### config.mk
export PLATFORM = sky130hd
export DESIGN_NAME = button_conditioner_flat
export DESIGN_NICKNAME = d
export VERILOG_FILES = /design/src/rtl/button_conditioner_if.sv /design/src/rtl/button_conditioner.sv /design/src/flat_wrapper.sv
export SDC_FILE = /design/constraint.sdc
export NUM_CORES = 1
export LEC_CHECK = 0
export ABC_CLOCK_PERIOD_IN_PS = 3400
export BUFFER_PORTS_ARGS = -buffer_cell sky130_fd_sc_hd__buf_2
export CORE_MARGIN = 2
export CORE_UTILIZATION = 60
export CTS_BUF_LIST = sky130_fd_sc_hd__clkbuf_8
export DETAILED_ROUTE_END_ITERATION = 8
export GPL_TIMING_DRIVEN = 0
export PLACE_DENSITY_LB_ADDON = 0.3
export SLEW_MARGIN = 20
export SYNTH_ARGS = -nofsm -noshare
export SYNTH_HDL_FRONTEND = slang
export SYNTH_SLANG_ARGS = --single-unit
export TNS_END_PERCENT = 5
### constraint.sdc
create_clock -name clk -period 3.4 [get_ports clk]
set_input_delay 0.17 -clock clk [delete_from_list [all_inputs] [get_ports clk]]
set_output_delay 0.17 -clock clk [all_outputs]
set_load 0.02 [all_outputs]
### src/rtl/button_conditioner_if.sv
// Button bundle between the board push-buttons, the conditioner and the game core.
//   btn_raw     : raw asynchronous button levels, bit order {C, D, R, L, U}
//   btn_level   : debounced level
//   btn_press   : one-cycle pulse on an accepted rising edge
//   btn_release : one-cycle pulse on an accepted falling edge
//   btn_repeat  : press pulse followed by auto-repeat pulses while held
// master = conditioner side, slave = consumer side.
interface button_conditioner_if #(
  parameter int unsigned N_BTN = 5
) ();
  logic [N_BTN-1:0] btn_raw;
  logic [N_BTN-1:0] btn_level;
  logic [N_BTN-1:0] btn_press;
  logic [N_BTN-1:0] btn_release;
  logic [N_BTN-1:0] btn_repeat;

  modport master (
    input  btn_raw,
    output btn_level, btn_press, btn_release, btn_repeat
  );

  modport slave (
    output btn_raw,
    input  btn_level, btn_press, btn_release, btn_repeat
  );
endinterface

### src/rtl/button_conditioner.sv
// Push-button conditioner: per-button two-flop synchroniser, debounce counter,
// registered press/release pulses and an auto-repeat FSM (IDLE/DELAY/REPEAT).
//   clk     : board clock, the only clock
//   reset_n : asynchronous active-low reset
//   btn     : button bundle (master modport), see button_conditioner_if
// Channels are identical and independent.
module button_conditioner #(
  parameter int unsigned N_BTN               = 5,
  parameter int unsigned DEBOUNCE_CYCLES     = 1_000_000,
  parameter int unsigned REPEAT_DELAY_CYCLES = 50_000_000,
  parameter int unsigned REPEAT_RATE_CYCLES  = 10_000_000
) (
  input logic                 clk,
  input logic                 reset_n,
  button_conditioner_if.master btn
);

  localparam int unsigned DB_W    = $clog2(DEBOUNCE_CYCLES + 1);
  localparam int unsigned REP_MAX = (REPEAT_DELAY_CYCLES > REPEAT_RATE_CYCLES) ?
                                    REPEAT_DELAY_CYCLES : REPEAT_RATE_CYCLES;
  localparam int unsigned REP_W   = $clog2(REP_MAX + 1);

  localparam logic [DB_W-1:0]  DB_ONE     = DB_W'(1);
  localparam logic [DB_W-1:0]  DB_LAST    = DB_W'(DEBOUNCE_CYCLES - 1);
  localparam logic [REP_W-1:0] REP_ONE    = REP_W'(1);
  localparam logic [REP_W-1:0] DELAY_LAST = REP_W'(REPEAT_DELAY_CYCLES);
  localparam logic [REP_W-1:0] RATE_LAST  = REP_W'(REPEAT_RATE_CYCLES);

  typedef enum logic [1:0] {
    IDLE,
    DELAY,
    REPEAT
  } rep_state_e;

  logic [N_BTN-1:0] s1_q, s2_q;
  logic [N_BTN-1:0] level_q, press_q, release_q, repeat_q;
  logic [DB_W-1:0]  db_cnt_q [N_BTN];

  logic [N_BTN-1:0] accept, rise, fall;

  rep_state_e       state_q [N_BTN];
  rep_state_e       state_d [N_BTN];
  logic [REP_W-1:0] rcnt_q  [N_BTN];
  logic [REP_W-1:0] rcnt_d  [N_BTN];
  logic [N_BTN-1:0] repeat_d;

  // A change is accepted on the cycle the counter would reach DEBOUNCE_CYCLES,
  // so the outputs register together with the new level.
  always_comb begin
    accept = '0;
    for (int unsigned i = 0; i < N_BTN; i++) begin
      accept[i] = (s2_q[i] != level_q[i]) && (db_cnt_q[i] == DB_LAST);
    end
    rise = accept & s2_q;
    fall = accept & ~s2_q;
  end

  always_ff @(posedge clk or negedge reset_n) begin
    if (!reset_n) begin
      s1_q      <= '0;
      s2_q      <= '0;
      level_q   <= '0;
      press_q   <= '0;
      release_q <= '0;
      for (int unsigned i = 0; i < N_BTN; i++) begin
        db_cnt_q[i] <= '0;
      end
    end else begin
      s1_q      <= btn.btn_raw;
      s2_q      <= s1_q;
      level_q   <= level_q ^ accept;
      press_q   <= rise;
      release_q <= fall;
      for (int unsigned i = 0; i < N_BTN; i++) begin
        if ((s2_q[i] == level_q[i]) || accept[i]) begin
          db_cnt_q[i] <= '0;
        end else begin
          db_cnt_q[i] <= db_cnt_q[i] + DB_ONE;
        end
      end
    end
  end

  // Repeat counter holds the number of cycles elapsed since the last repeat
  // pulse (1 in the cycle after the pulse); a pulse is due when it equals the
  // period. A falling edge wins over a due pulse.
  always_comb begin
    repeat_d = '0;
    for (int unsigned i = 0; i < N_BTN; i++) begin
      state_d[i] = state_q[i];
      rcnt_d[i]  = rcnt_q[i];
      case (state_q[i])
        IDLE: begin
          if (rise[i]) begin
            repeat_d[i] = 1'b1;
            rcnt_d[i]   = REP_ONE;
            state_d[i]  = DELAY;
          end
        end
        DELAY: begin
          if (fall[i]) begin
            rcnt_d[i]  = '0;
            state_d[i] = IDLE;
          end else if (rcnt_q[i] == DELAY_LAST) begin
            repeat_d[i] = 1'b1;
            rcnt_d[i]   = REP_ONE;
            state_d[i]  = REPEAT;
          end else if (rcnt_q[i] != '1) begin
            rcnt_d[i] = rcnt_q[i] + REP_ONE;
          end
        end
        REPEAT: begin
          if (fall[i]) begin
            rcnt_d[i]  = '0;
            state_d[i] = IDLE;
          end else if (rcnt_q[i] == RATE_LAST) begin
            repeat_d[i] = 1'b1;
            rcnt_d[i]   = REP_ONE;
          end else if (rcnt_q[i] != '1) begin
            rcnt_d[i] = rcnt_q[i] + REP_ONE;
          end
        end
        default: begin
          rcnt_d[i]  = '0;
          state_d[i] = IDLE;
        end
      endcase
    end
  end

  always_ff @(posedge clk or negedge reset_n) begin
    if (!reset_n) begin
      repeat_q <= '0;
      for (int unsigned i = 0; i < N_BTN; i++) begin
        state_q[i] <= IDLE;
        rcnt_q[i]  <= '0;
      end
    end else begin
      repeat_q <= repeat_d;
      for (int unsigned i = 0; i < N_BTN; i++) begin
        state_q[i] <= state_d[i];
        rcnt_q[i]  <= rcnt_d[i];
      end
    end
  end

  assign btn.btn_level   = level_q;
  assign btn.btn_press   = press_q;
  assign btn.btn_release = release_q;
  assign btn.btn_repeat  = repeat_q;

endmodule

### src/flat_wrapper.sv
// flat-port wrapper written by rule: the top's interface ports become plain ports
module button_conditioner_flat 
#(
  parameter int unsigned N_BTN               = 5,
  parameter int unsigned DEBOUNCE_CYCLES     = 1_000_000,
  parameter int unsigned REPEAT_DELAY_CYCLES = 50_000_000,
  parameter int unsigned REPEAT_RATE_CYCLES  = 10_000_000
)
  (clk, reset_n, btn_btn_raw, btn_btn_level, btn_btn_press, btn_btn_release, btn_btn_repeat);
  button_conditioner_if #(.N_BTN(N_BTN)) btn_i ();
  input logic clk;
  input logic reset_n;
  input wire logic [$bits(btn_i.btn_raw)-1:0] btn_btn_raw;
  output wire logic [$bits(btn_i.btn_level)-1:0] btn_btn_level;
  output wire logic [$bits(btn_i.btn_press)-1:0] btn_btn_press;
  output wire logic [$bits(btn_i.btn_release)-1:0] btn_btn_release;
  output wire logic [$bits(btn_i.btn_repeat)-1:0] btn_btn_repeat;
  assign btn_i.btn_raw = btn_btn_raw;
  assign btn_btn_level = btn_i.btn_level;
  assign btn_btn_press = btn_i.btn_press;
  assign btn_btn_release = btn_i.btn_release;
  assign btn_btn_repeat = btn_i.btn_repeat;
  button_conditioner #(.N_BTN(N_BTN), .DEBOUNCE_CYCLES(DEBOUNCE_CYCLES), .REPEAT_DELAY_CYCLES(REPEAT_DELAY_CYCLES), .REPEAT_RATE_CYCLES(REPEAT_RATE_CYCLES)) u_core (.clk(clk), .reset_n(reset_n), .btn(btn_i));
endmodule
==> key figures <==
Clock tree
  • Clock Root Buffer: clkbuf_8
  • PostCTS Resize Cnt: 0
  • Skew-Pair Late Insertion Delay: 540 ps
  • Postcts setup bufs: 0
  • CTS max path bufs: 3
  • H-tree levels: 2
  • CTS tree: yes
  • Clock Sinks: 270
  • Post-CTS Hold Buffers: 6
  • CTS clk-pin slew, worst paths: 60 ps
  • CTS buffer count: 46

Worst setup path
  • Critical Path RT: 3810 ps
  • CP dominant cell by count: nor4_1
  • Arr. time, crit path: 3480 ps
  • Top delay family on crit path: simple AND/OR/NAND/NOR gates
  • Crit-path max FO: 10
  • Crit-path cells: nor4_1 -> nand4_1 -> nor4_1 -> nor3_1 -> clkbuf_1 -> a21oi_1 -> mux2i_1
  • Buf/Inv on CP: 1
  • Critical Path Sink Type: flip-flop
  • Crit path launch type: flip-flop
  • CP max stage delay: between 800 and 900 ps
  • Critical-path top delay cell: nor4_1
  • Critical path class: reg -> reg

Yosys
  • Synthesized area per cell: 9.172 sq um
  • Post-synth ARST share: 1.000
  • Yosys reg bits: 270
  • Synth warn: 0
  • Netlist cell types: 75
  • Number of synthesized flops with an enable pin: 0
  • Post-Synthesis Cells: 1590
  • Post-Syn Nets: 1612
  • Post-synthesis sequential area ratio: 0.4633
  • Ys flop type: dfrtp_1
  • Mapped cell area: 14580 sq um

Finish
  • Nets: 1695
  • Core Util, Final: 0.6731
  • # diodes: 0
  • P&R area growth vs syn: 11.27%
  • Share of cells above drive strength 1: 0.08963
  • Fill count: 1964
  • Non-Filler Instances: 2031

Pwr
  • Cell Pwr Density: 389.6 nW/um^2
  • P_sw: 1.408 mW
  • Leakage: 6.993 nW
  • Int Pwr: 4.914 mW
  • Max IR drop VDD: ~400 uV
  • Comb power frac: 0.022
  • Net Sw Frac: 0.2228
  • Seq pwr share: 0.514
  • Clk pwr share: 0.464

Routing
  • Via Count: 12220
  • Routed wire per std cell: 15.66 um
  • Vias per cell: about 6.0
  • First-pass detailed-route iteration total: 5
  • DRT iter0 DRCs: 820
  • Final wirelength: 31810 um
  • Detail Route Antenna Nets: 0
  • DRC violations left: 0

Global route
  • Initial antenna violation count: 0
  • Grt total ovfl: 0
  • First-pass GRT wire length: 55460 um
  • Largest net degree at the start of global routing: 91
  • GRT Total Usage: 0.2542
  • Vias in the first global route: 11780

Timing
  • Final-report setup violation count: 0
  • Slew HR: 0.2909
  • Final Hold Vio Count: 0
  • Post-route minimum period: 3077 ps
  • Max Slew Vio Count: 0
  • Slew @ Worst Pin: about 1100 ps
  • Final period utilization: 0.9051
  • RSZ-0062 raised after global routing: no
  • Max Clock Freq: between 300 and 400 MHz
  • Worst Clk Skew: 15.43 ps
  • Post-route setup slack: 322.7 ps

Hold path
  • HP Class: in -> async

Floorplan
  • Core area: roughly 24000 sq um
  • IO Count: 27
  • Starting Density: 0.6050
  • Die Span Y: 159.9 um
  • Die Span X: 159.9 um
  • Cell Rows: 57
  • Die area: about 26000 sq um

Placed design
  • Number of buffers added on ports: 26
  • Pre-CTS setup slack: 353.1 ps
  • Dpl cells: between 1500 and 2000
  • Gpl congestion: 0.9343
  • DP HPWL: 21800 um

Run status
  • Status: completed

Job
  • Max capacitance violation total: 0
-- power groups by stage --
stage          sequential, mW  combinational (mW)  clock [mW]
3_3_place_gp             3.31               0.122           0
5_1_grt                  3.25               0.162        3.15
4_1_cts                  3.25               0.144        3.00
6_report                 3.25               0.137        2.93
2_1_floorplan            3.31              0.0448           0
3_5_place_dp             3.31               0.138           0
-- state kept, by name, indices dropped and copies added, names as in the netlist, named ones only --
| register | flops |
|---|---|
| u_core.state_q | 10 |
| u_core.rcnt_q | 130 |
| u_core.btn.btn_press | 5 |
| u_core.db_cnt_q | 100 |
| u_core.btn.btn_repeat | 5 |
| u_core.s2_q | 5 |
| u_core.btn.btn_release | 5 |
| u_core.s1_q | 5 |
-- worst reg2reg max path, cell delays in order, from the launching register on --
cell and delay (ps):
dfrtp_1 410, nor4_1 400, nand4_1 260, nor4_1 870
nor3_1 370, clkbuf_1 340, a21oi_1 210, mux2i_1 100
-- metrics by stage --
step | total power, mW | setup TNS (ps) | area [sq um] | hold WS (ps)
after floorplan | 3.350 | 0 | 14580 | -125.6
after global placement | 3.431 | -727130 | 15120 | 277.7
after detailed placement | 3.447 | 0 | 15220 | 96.41
after CTS | 6.401 | 0 | 16230 | 109.2
after global routing | 6.568 | 0 | 16230 | 128.7
final | 6.322 | 0 | 16230 | 113.1
-- placed cells by master (no fill, tap or decap), drive strengths merged, types with 16 or more instances in the layout --
master  netlist  routed
and4         22      22
clkbuf       34      97
or4          23      23
xor2         86      86
a21o         17      17
nor4b        17      17
o21ai        38      38
nor2        224     224
or3          27      27
nand4        80      80
and2         16      16
nor4         35      35
a21oi        61      61
nand2       118     118
xnor2        60      60
nand3       131     131
buf          24      53
dfrtp       270     270
nor3         51      51
inv          36      51
and3         51      51
-- area by class of cell --
cell class	instances	area, sq um	share of cell area
Inverter	36	135.1	0.008328
Multi-Input combinational cell	1226	7433	0.4581
Clock inverter	19	81.33	0.005012
Sequential cell	270	6756	0.4164
Timing Repair Buffer	35	282.8	0.01743
Tap cell	324	405.4	0.02498
Buffer	58	264.0	0.01627
Clock buffer	63	867.1	0.05344
-- layer usage --
metal,global-route usage,routed length [um],vias to the layer above
li1,-,-,5907
met1,0.3462,14230,5924
met2,0.4219,15290,335
met3,0.03714,1603,56
met4,0.08559,682,0
met5,0,0,-
-- kinds of logic (layout without fill, tap and decap cells) --
kind of cell	Yosys count	count (layout)	synth area share
adders and majority gates	15	15	0.01287
xor gates and xnor gates	146	146	0.08769
and+or+nand+nor	862	862	0.3139
muxes	15	15	0.01081
AOI/OAI and AO/OA	188	188	0.08409
DFF	270	270	0.4633
buffers and inverters	94	211	0.02737
-- cell usage after synthesis, types with 9 or more instances --
cell type  number  area (sq um)
dfrtp_1       270          6756
ha_1           15         187.7
mux2i_1         9         90.09
nand2_1       118         442.9
o21ai_0        36         180.2
nand2b_1       15         93.84
inv_1          35         131.4
clkbuf_1       32         120.1
xor2_1         86         753.2
and2_1         16         100.1
a21oi_1        59         295.3
nor2_1        222         833.3
a21o_1         17         127.6
nand4_1        79         494.2
nor4bb_1       10         100.1
buf_2          17         85.08
or4_1          19         142.6
xnor2_1        60         525.5
and3_1         51         319.1
and4_1         22         192.7
nor4b_1        15         131.4
nor2b_1        14         87.58
nand3_1       131         655.6
nor4_1         33         206.5
o311ai_0        9         78.83
nor3_1         51         255.2
a31oi_1         9         56.30
or3_1          27         168.9
-- path summary, 6_finish.rpt --
check	endpoint	from	cells past startpoint	slack (ps)
hold reg to reg	u_core.s2_q[2]$_DFF_PN0_	u_core.s1_q[2]$_DFF_PN0_	0	340
max in group asynchronous	u_core.db_cnt_q[53]$_DFF_PN0_	reset_n	4	2180
min in group clk	u_core.s1_q[1]$_DFF_PN0_	btn_btn_raw[1]	2	270
hold / removal	u_core.rcnt_q[84]$_DFFE_PN0P_	reset_n	2	110
setup reg to reg	u_core.rcnt_q[110]$_DFFE_PN0P_	u_core.db_cnt_q[90]$_DFF_PN0_	7	320
setup / recovery	u_core.rcnt_q[110]$_DFFE_PN0P_	u_core.db_cnt_q[90]$_DFF_PN0_	7	320
Power figures use the tool's default switching activity.
